[src/rtl/calc_controller.sv]
// calc_controller: debounced single-key two-operand signed add/subtract calculator
module calc_controller #(
    parameter int DEBOUNCE_CYCLES = 16
) (
    input  logic       CLOCK_50,
    input  logic       RESET_N,
    input  logic [7:0] SW,
    input  logic       OP,
    input  logic       ENTER_N,
    output logic [7:0] DISP,
    output logic       OVF,
    output logic [1:0] PHASE
);

    localparam int CW = (DEBOUNCE_CYCLES > 2) ? $clog2(DEBOUNCE_CYCLES) : 1;
    localparam logic [CW-1:0] CNT_MAX = CW'(DEBOUNCE_CYCLES - 1);

    typedef enum logic [1:0] {
        ENTER_A = 2'd0,
        ENTER_B = 2'd1,
        EXEC    = 2'd2,
        SHOW    = 2'd3
    } state_t;

    logic          sync1_q, sync1_d;
    logic          sync2_q, sync2_d;
    logic [1:0]    vld_q, vld_d;
    logic [CW-1:0] cnt_q, cnt_d;
    logic          stable_q, stable_d;
    logic          armed_q, armed_d;
    logic          press_q, press_d;

    state_t        state_q, state_d;
    logic [7:0]    a_q, a_d;
    logic [7:0]    b_q, b_d;
    logic          op_q, op_d;
    logic [7:0]    disp_q, disp_d;
    logic          ovf_q, ovf_d;

    logic [7:0]    b_eff;
    logic [7:0]    result;
    logic          result_ovf;

    // Key path: synchronize, debounce, and emit one press pulse per debounced fall.
    // The key is only armed once a valid synchronized sample shows it released,
    // so a key held through reset re-learns low silently.
    always_comb begin
        sync1_d  = ENTER_N;
        sync2_d  = sync1_q;
        vld_d    = {vld_q[0], 1'b1};
        cnt_d    = '0;
        stable_d = stable_q;
        if (sync2_q != stable_q) begin
            if (cnt_q == CNT_MAX) begin
                stable_d = sync2_q;
            end else begin
                cnt_d = cnt_q + CW'(1);
            end
        end
        armed_d = armed_q | (vld_q[1] & sync2_q & stable_q);
        press_d = armed_q & stable_q & ~stable_d;
    end

    // Calculator FSM: capture A, capture B and OP, execute for one cycle, show result.
    always_comb begin
        b_eff      = op_q ? ~b_q : b_q;
        result     = a_q + b_eff + {7'd0, op_q};
        result_ovf = (a_q[7] == b_eff[7]) & (result[7] != a_q[7]);
        state_d    = state_q;
        a_d        = a_q;
        b_d        = b_q;
        op_d       = op_q;
        disp_d     = disp_q;
        ovf_d      = ovf_q;
        unique case (state_q)
            ENTER_A: begin
                disp_d = SW;
                if (press_q) begin
                    a_d     = SW;
                    state_d = ENTER_B;
                end
            end
            ENTER_B: begin
                disp_d = SW;
                if (press_q) begin
                    b_d     = SW;
                    op_d    = OP;
                    state_d = EXEC;
                end
            end
            EXEC: begin
                disp_d  = result;
                ovf_d   = result_ovf;
                state_d = SHOW;
            end
            SHOW: begin
                if (press_q) begin
                    ovf_d   = 1'b0;
                    state_d = ENTER_A;
                end
            end
            default: state_d = ENTER_A;
        endcase
    end

    // State registers with synchronous active-low reset.
    always_ff @(posedge CLOCK_50) begin
        if (!RESET_N) begin
            sync1_q  <= 1'b1;
            sync2_q  <= 1'b1;
            vld_q    <= '0;
            cnt_q    <= '0;
            stable_q <= 1'b1;
            armed_q  <= 1'b0;
            press_q  <= 1'b0;
            state_q  <= ENTER_A;
            a_q      <= '0;
            b_q      <= '0;
            op_q     <= 1'b0;
            disp_q   <= '0;
            ovf_q    <= 1'b0;
        end else begin
            sync1_q  <= sync1_d;
            sync2_q  <= sync2_d;
            vld_q    <= vld_d;
            cnt_q    <= cnt_d;
            stable_q <= stable_d;
            armed_q  <= armed_d;
            press_q  <= press_d;
            state_q  <= state_d;
            a_q      <= a_d;
            b_q      <= b_d;
            op_q     <= op_d;
            disp_q   <= disp_d;
            ovf_q    <= ovf_d;
        end
    end

    assign DISP  = disp_q;
    assign OVF   = ovf_q;
    assign PHASE = state_q;

endmodule

[config.mk]
export PLATFORM = sky130hd
export DESIGN_NAME = calc_controller
export DESIGN_NICKNAME = d
export VERILOG_FILES = /design/src/rtl/calc_controller.sv
export SDC_FILE = /design/constraint.sdc
export NUM_CORES = 1
export LEC_CHECK = 0
export BUFFER_PORTS_ARGS = -buffer_cell sky130_fd_sc_hd__buf_2
export CAP_MARGIN = 10
export CORE_UTILIZATION = 55
export DETAILED_ROUTE_END_ITERATION = 8
export GPL_ROUTABILITY_DRIVEN = 1
export PLACE_DENSITY = 0.77
export SLEW_MARGIN = 20
export SYNTH_ARGS = -nofsm -noshare
export SYNTH_HDL_FRONTEND = slang
export SYNTH_SLANG_ARGS = --single-unit
[constraint.sdc]
create_clock -name CLOCK_50 -period 2.6 [get_ports CLOCK_50]
set_clock_uncertainty 0.15 [all_clocks]
set_input_delay 0 -clock CLOCK_50 [delete_from_list [all_inputs] [get_ports CLOCK_50]]
set_output_delay 0 -clock CLOCK_50 [all_outputs]
set_load 0.01 [all_outputs]
# [After elaboration in Yosys (flattened, before gate mapping)]
# Index checks and enable logic that the tools add are counted.
# Widths: inputs -> output; s select.
[op_classes] n_addsub=3 n_eq_ne=10 n_mux=11 bitwise=10 reduce_logical=9
[op_table] op="$pmux 8 s2" count=1
[op_table] op="$add 8x1->8" count=1
[op_table] op="$add 8x8->8" count=1
[op_table] op="$mux 8" count=1
[op_table] op="$not 8->8" count=1
[op_table] op="$pmux 2 s4" count=1
[op_table] op="$mux 2" count=3
[op_table] op="$ne 2x2->1 const B" count=3
[op_table] op="$reduce_and 2->1" count=3
[op_table] op="$and 1x1->1" count=5
[op_table] op="$add 4x1->4 const B" count=1
[op_table] op="$eq 2x2->1 const B" count=2
[op_table] op="$eq 4x4->1 const B" count=1
[op_table] op="$mux 1" count=4
[op_table] op="$reduce_bool 2->1" count=2
[op_table] op="$not 1->1" count=3
[op_table] op="$reduce_and 3->1" count=1
[op_table] op="$reduce_or 3->1" count=1
[op_table] op="$eq 2x1->1 const B" count=1
[op_table] op="$logic_not 2->1" count=1
[op_table] op="$ne 1x1->1" count=2
[op_table] op="$pmux 1 s2" count=1
[op_table] op="$reduce_or 2->1" count=1
[op_table] op="$eq 1x1->1" count=1
[op_table] op="$or 1x1->1" count=1
[totals] reg_bits=39 inputBits=12 out_inout_bits=11 word_cells=57

# [Logic depth before layout (Yosys ltp)]
[depth] ltp_word=7 depth_mapped=9 depth_no_buf=8

# [Worst setup path after synthesis]
# Ideal clock, no wire load.
[synth_path] path_kind="reg-to-reg" start="register op_q" end="register disp_q[5] (netlist: DISP[5])" setup_ns=0.120 t_arrival_ns=1.790 required_time_ns=2.330 path_slack_ns=0.540 path_stages_with_launch=9 path_buffers=1 synth_period_minus_slack_ns=2.060 path_cell_list="dfxtp_1 -> buf_6 -> xor2_1 -> ha_1 -> a21oi_1 -> o22ai_2 -> or3_2 -> nand4_1 -> a21boi_1"
[synth_between] elab_chain_len=4
[synth_rtl] element="from (decl)" line_no="36" text="logic op_q, op_d;"
[synth_rtl] element="from (signal assigned)" line_no="133" text="op_q <= op_d;"
[synth_rtl] element="$mux 8" line_no="66" text="b_eff = op_q ? ~b_q : b_q;"
[synth_rtl] element="$add 8x8->8" line_no="67" text="result = a_q + b_eff + {7'd0, op_q};"
[synth_rtl] element="$add 8x1->8 *" line_no="67"
[synth_rtl] element="$pmux 8 s2 *" line_no="75" text="unique case (state_q)"
[synth_rtl] element="to (signal assigned)" line_no="134" text="disp_q <= disp_d;"
[synth_rtl] element="to (decl)" line_no="37" text="logic [7:0] disp_q, disp_d;"
# Mark *: on every way between the ends. The rest lies on a longest branch, timed or not.
# A chain may end at the register's enable or synchronous reset.

# [Worst setup path after layout]
[layout_path] start="register op_q" end="register ovf_q (netlist: OVF)"
[layout_between] elab_chain_len=6 elab_cells_between_ends=7 cone_classes="add/sub (2); eq/ne (2); mux (2); bitwise (1)"
[layout_rtl] element="$mux 8" line_no="66"
[layout_rtl] element="$add 8x8->8" line_no="67"
[layout_rtl] element="$add 8x1->8" line_no="67"
[layout_rtl] element="$ne 1x1->1" line_no="68" text="result_ovf = (a_q[7] == b_eff[7]) & (result[7] != a_q[7]);"
[layout_rtl] element="$and 1x1->1 *" line_no="68"
[layout_rtl] element="$pmux 1 s2 *" line_no="75"
[layout_rtl] element="to (signal assigned)" line_no="135" text="ovf_q <= ovf_d;"
[layout_rtl] element="to (decl)" line_no="38" text="logic ovf_q, ovf_d;"
# Marks and branches as above.

==> flow_metrics.py <==
metrics = {
    "status": {
        "status": "finished, final reports clean",
    },
    "yosys": {
        "ys_types": 35,
        "yosys_warnings": 0,
        "syn_avg_cell_area_um2": 8.78,
        "netlist_area_um2": 1940,
        "ys_ff_latch": 39,
        "ys_top_cells_by_area": "dfxtp_1 (40%), ha_1 (8.4%), a21boi_0 (7.0%)",
        "synth_top_cell_area_share_pct": 40.3,
        "yosysSeqAreaShare_pct": 40.3,
        "syn_nets": 247,
        "postSynthCellCount": 221,
        "synth_top_area_cell": "dfxtp_1",
    },
    "setup_path": {
        "crit_path_start_kind": "register",
        "crit_required_ns": 2.74,
        "slowest_delay_ns": 0.64,
        "critPathBufInv": 0,
        "cp-end-kind": "register",
        "crit_chain": "xor2_1 > ha_1 > nand4_1 > o22ai_2 > a31oi_2 > or3_1 > a31oi_1",
        "critical_path.startpoint": "op_q",
        "critical_path_class": "reg2reg",
        "arrival_ns": 2.54,
        "path_max_fanout": 9,
        "crit-reg2reg-launch": "op_q",
        "slowest_stage": "dfxtp_1",
        "cpLargestDelayFamily": "flip-flops",
    },
    "layout": {
        "final_common_cell": "dfxtp_1",
        "nNetsFinal": 280,
        "nFillCells": 294,
        "multiInputGateArea_um2": 1090,
        "mostFrequentLayoutCells": "dfxtp_1 (39), nand2_1 (29), buf_2 (22)",
        "area_growth_pct": 18.7,
        "drive_above_1_share_pct": 14.5,
        "antenna_cells": 0,
        "regArea_um2": 781,
        "fin_cells": 301,
    },
    "clock_tree": {
        "cts_root_buf": "clkbuf_4",
        "numCtsBuffers": 5,
        "htree_num_levels": 2,
        "clock_path_buffers": 2,
        "insertion_delay_ns": 0.35,
        "cts-resized-gates": 0,
        "cts_sinks": 39,
        "cts_tree": "done",
        "path_clk_slew_ns": 0.13,
    },
    "die": {
        "num_rows": 21,
        "die_area_um2": 3770,
        "pin_count": 23,
        "core-area_um2": 3360,
        "start_util_pct": 57.7,
        "die_x_um": 61.4,
        "die_h_um": 61.4,
    },
    "timing": {
        "slew_violations": 0,
        "hold_viol": 0,
        "tns_ns": 0,
        "finalCriticalPeriod_ns": 2.40,
        "post-route-period-util_pct": 92.4,
        "rsz0062_at_grt": "no",
        "worst_slew_pin_slew_ns": 0.518,
        "finalSetupViolCount": 0,
        "relSlewSlack_pct": 65.5,
        "max_freq_mhz": 416,
    },
    "global_routing": {
        "grt_pass1_wl_um": 6590,
        "grt_antenna_before_repair": 0,
        "grt_usage_pct": 24.7,
        "grt_overflow": 0,
        "grt_pass1_vias": 1488,
        "grt_max_degree": 36,
    },
    "power": {
        "power_density_nw_per_um2": 594,
        "ir_worst_vdd_mv": 0.514,
        "p_leak_nw": 0.981,
    },
    "routing": {
        "wl_per_cell_um": 13.5,
        "routed_via_density": 5.53,
        "detail_route.first_pass.iterations": 4,
        "drc": 0,
        "num_vias": 1666,
        "finalWirelength_um": 4070,
        "first_iter_violations": 72,
        "drtAntennaViolNets": 0,
    },
    "placed_design": {
        "gp_congestion": 0.903,
        "dpl.hpwl_um": 2840,
        "io_buffers": 22,
        "dp.cells": 281,
    },
    "flow_run": {
        "drv_cap": 0,
    },
    "hold_path": {
        "hp-start": "sync1_q",
        "hp-class": "reg2reg",
    },
}
## logic make-up (layout without fill, tap and decap cells)
group	Yosys count	in the layout	synth area share [%]
AO/OA/AOI/OAI	53	53	18.6
XOR/XNOR	15	15	6.77
adder cells (fa/ha/maj)	14	14	9.42
buffers and inverters	16	50	3.48
flip-flops	39	39	40.3
multiplexers	5	5	2.58
AND/OR/NAND/NOR	79	79	18.9
## layout make-up
type                    count  area share (%)
clock buffers               5            1.63
clock inverters             3            2.93
inverters                   6           0.978
multi-input cells         166            47.4
flip-flops and latches     39            33.9
well taps                  46            2.50
repair buffers             36            10.7
## layer usage
layer / wire length (µm) / track usage [%] / vias to the layer above
li1: - / - / 829
met2: 1820 / 38.2 / 49
met4: 74 / 9.84 / 0
met1: 1940 / 33.1 / 780
met3: 225 / 6.30 / 8
met5: 0 / 0 / -
## worst paths after layout
path                            slack (ns)      end  depth (start not counted)
worst min register to register        0.28  sync2_q                          1
worst max-delay path                  0.20      OVF                          7
worst max register to register        0.20      OVF                          7
worst min-delay path                  0.28  sync2_q                          1
## cell usage after synthesis (all sizes together)
master,n
mux2i,5
dfxtp,39
or3,2
clkbuf,9
fa,1
nor3,2
a21oi,11
nand2b,4
o211a,1
nand4,2
and2,1
o21ai,9
xor2,10
nand2,29
o22ai,2
a21boi,19
buf,1
nor2b,5
ha,13
and3,1
o31a,1
o311a,1
xnor2,5
a31o,1
a31oi,4
a211oi,2
nor2,11
or2,1
inv,6
a21o,2
nand3,21
## stage by stage
stage,setup slack (ns),cell area (µm²),utilization (%),total power [mW],hold slack (ns)
detailed placement,0.235,2080,61.8,0.857,0.0344
global placement,0.313,2080,61.8,0.853,0.0297
global route,0.0727,2300,68.5,1.43,0.280
floorplan,0.540,1940,-,0.786,-0.122
CTS,0.209,2300,68.5,1.37,0.281
finish,0.198,2300,68.5,1.37,0.279
## registers in the layout (all words and copies together), names as in the netlist, 2 cells and up
signal / count
vld_q: 2
cnt_q: 4
DISP: 8
a_q: 8
b_q: 8
PHASE: 2
## power by group
group | total [mW] | switching [mW] | internal, mW | leakage [nW]
sequential | 0.641 | 0.0192 | 0.622 | 0.318
combinational | 0.215 | 0.129 | 0.0859 | 0.612
clock | 0.512 | 0.214 | 0.299 | 0.0514
total | 1.37 | 0.362 | 1.01 | 0.981
## timing repair
| action | CTS | global route |
|---|---|---|
| hold buffers | 12 | 0 |
| hold endpoints to repair | 31 | 0 |
| setup buffers | 0 | 0 |
Note: power is estimated with default switching activity, not from simulation.
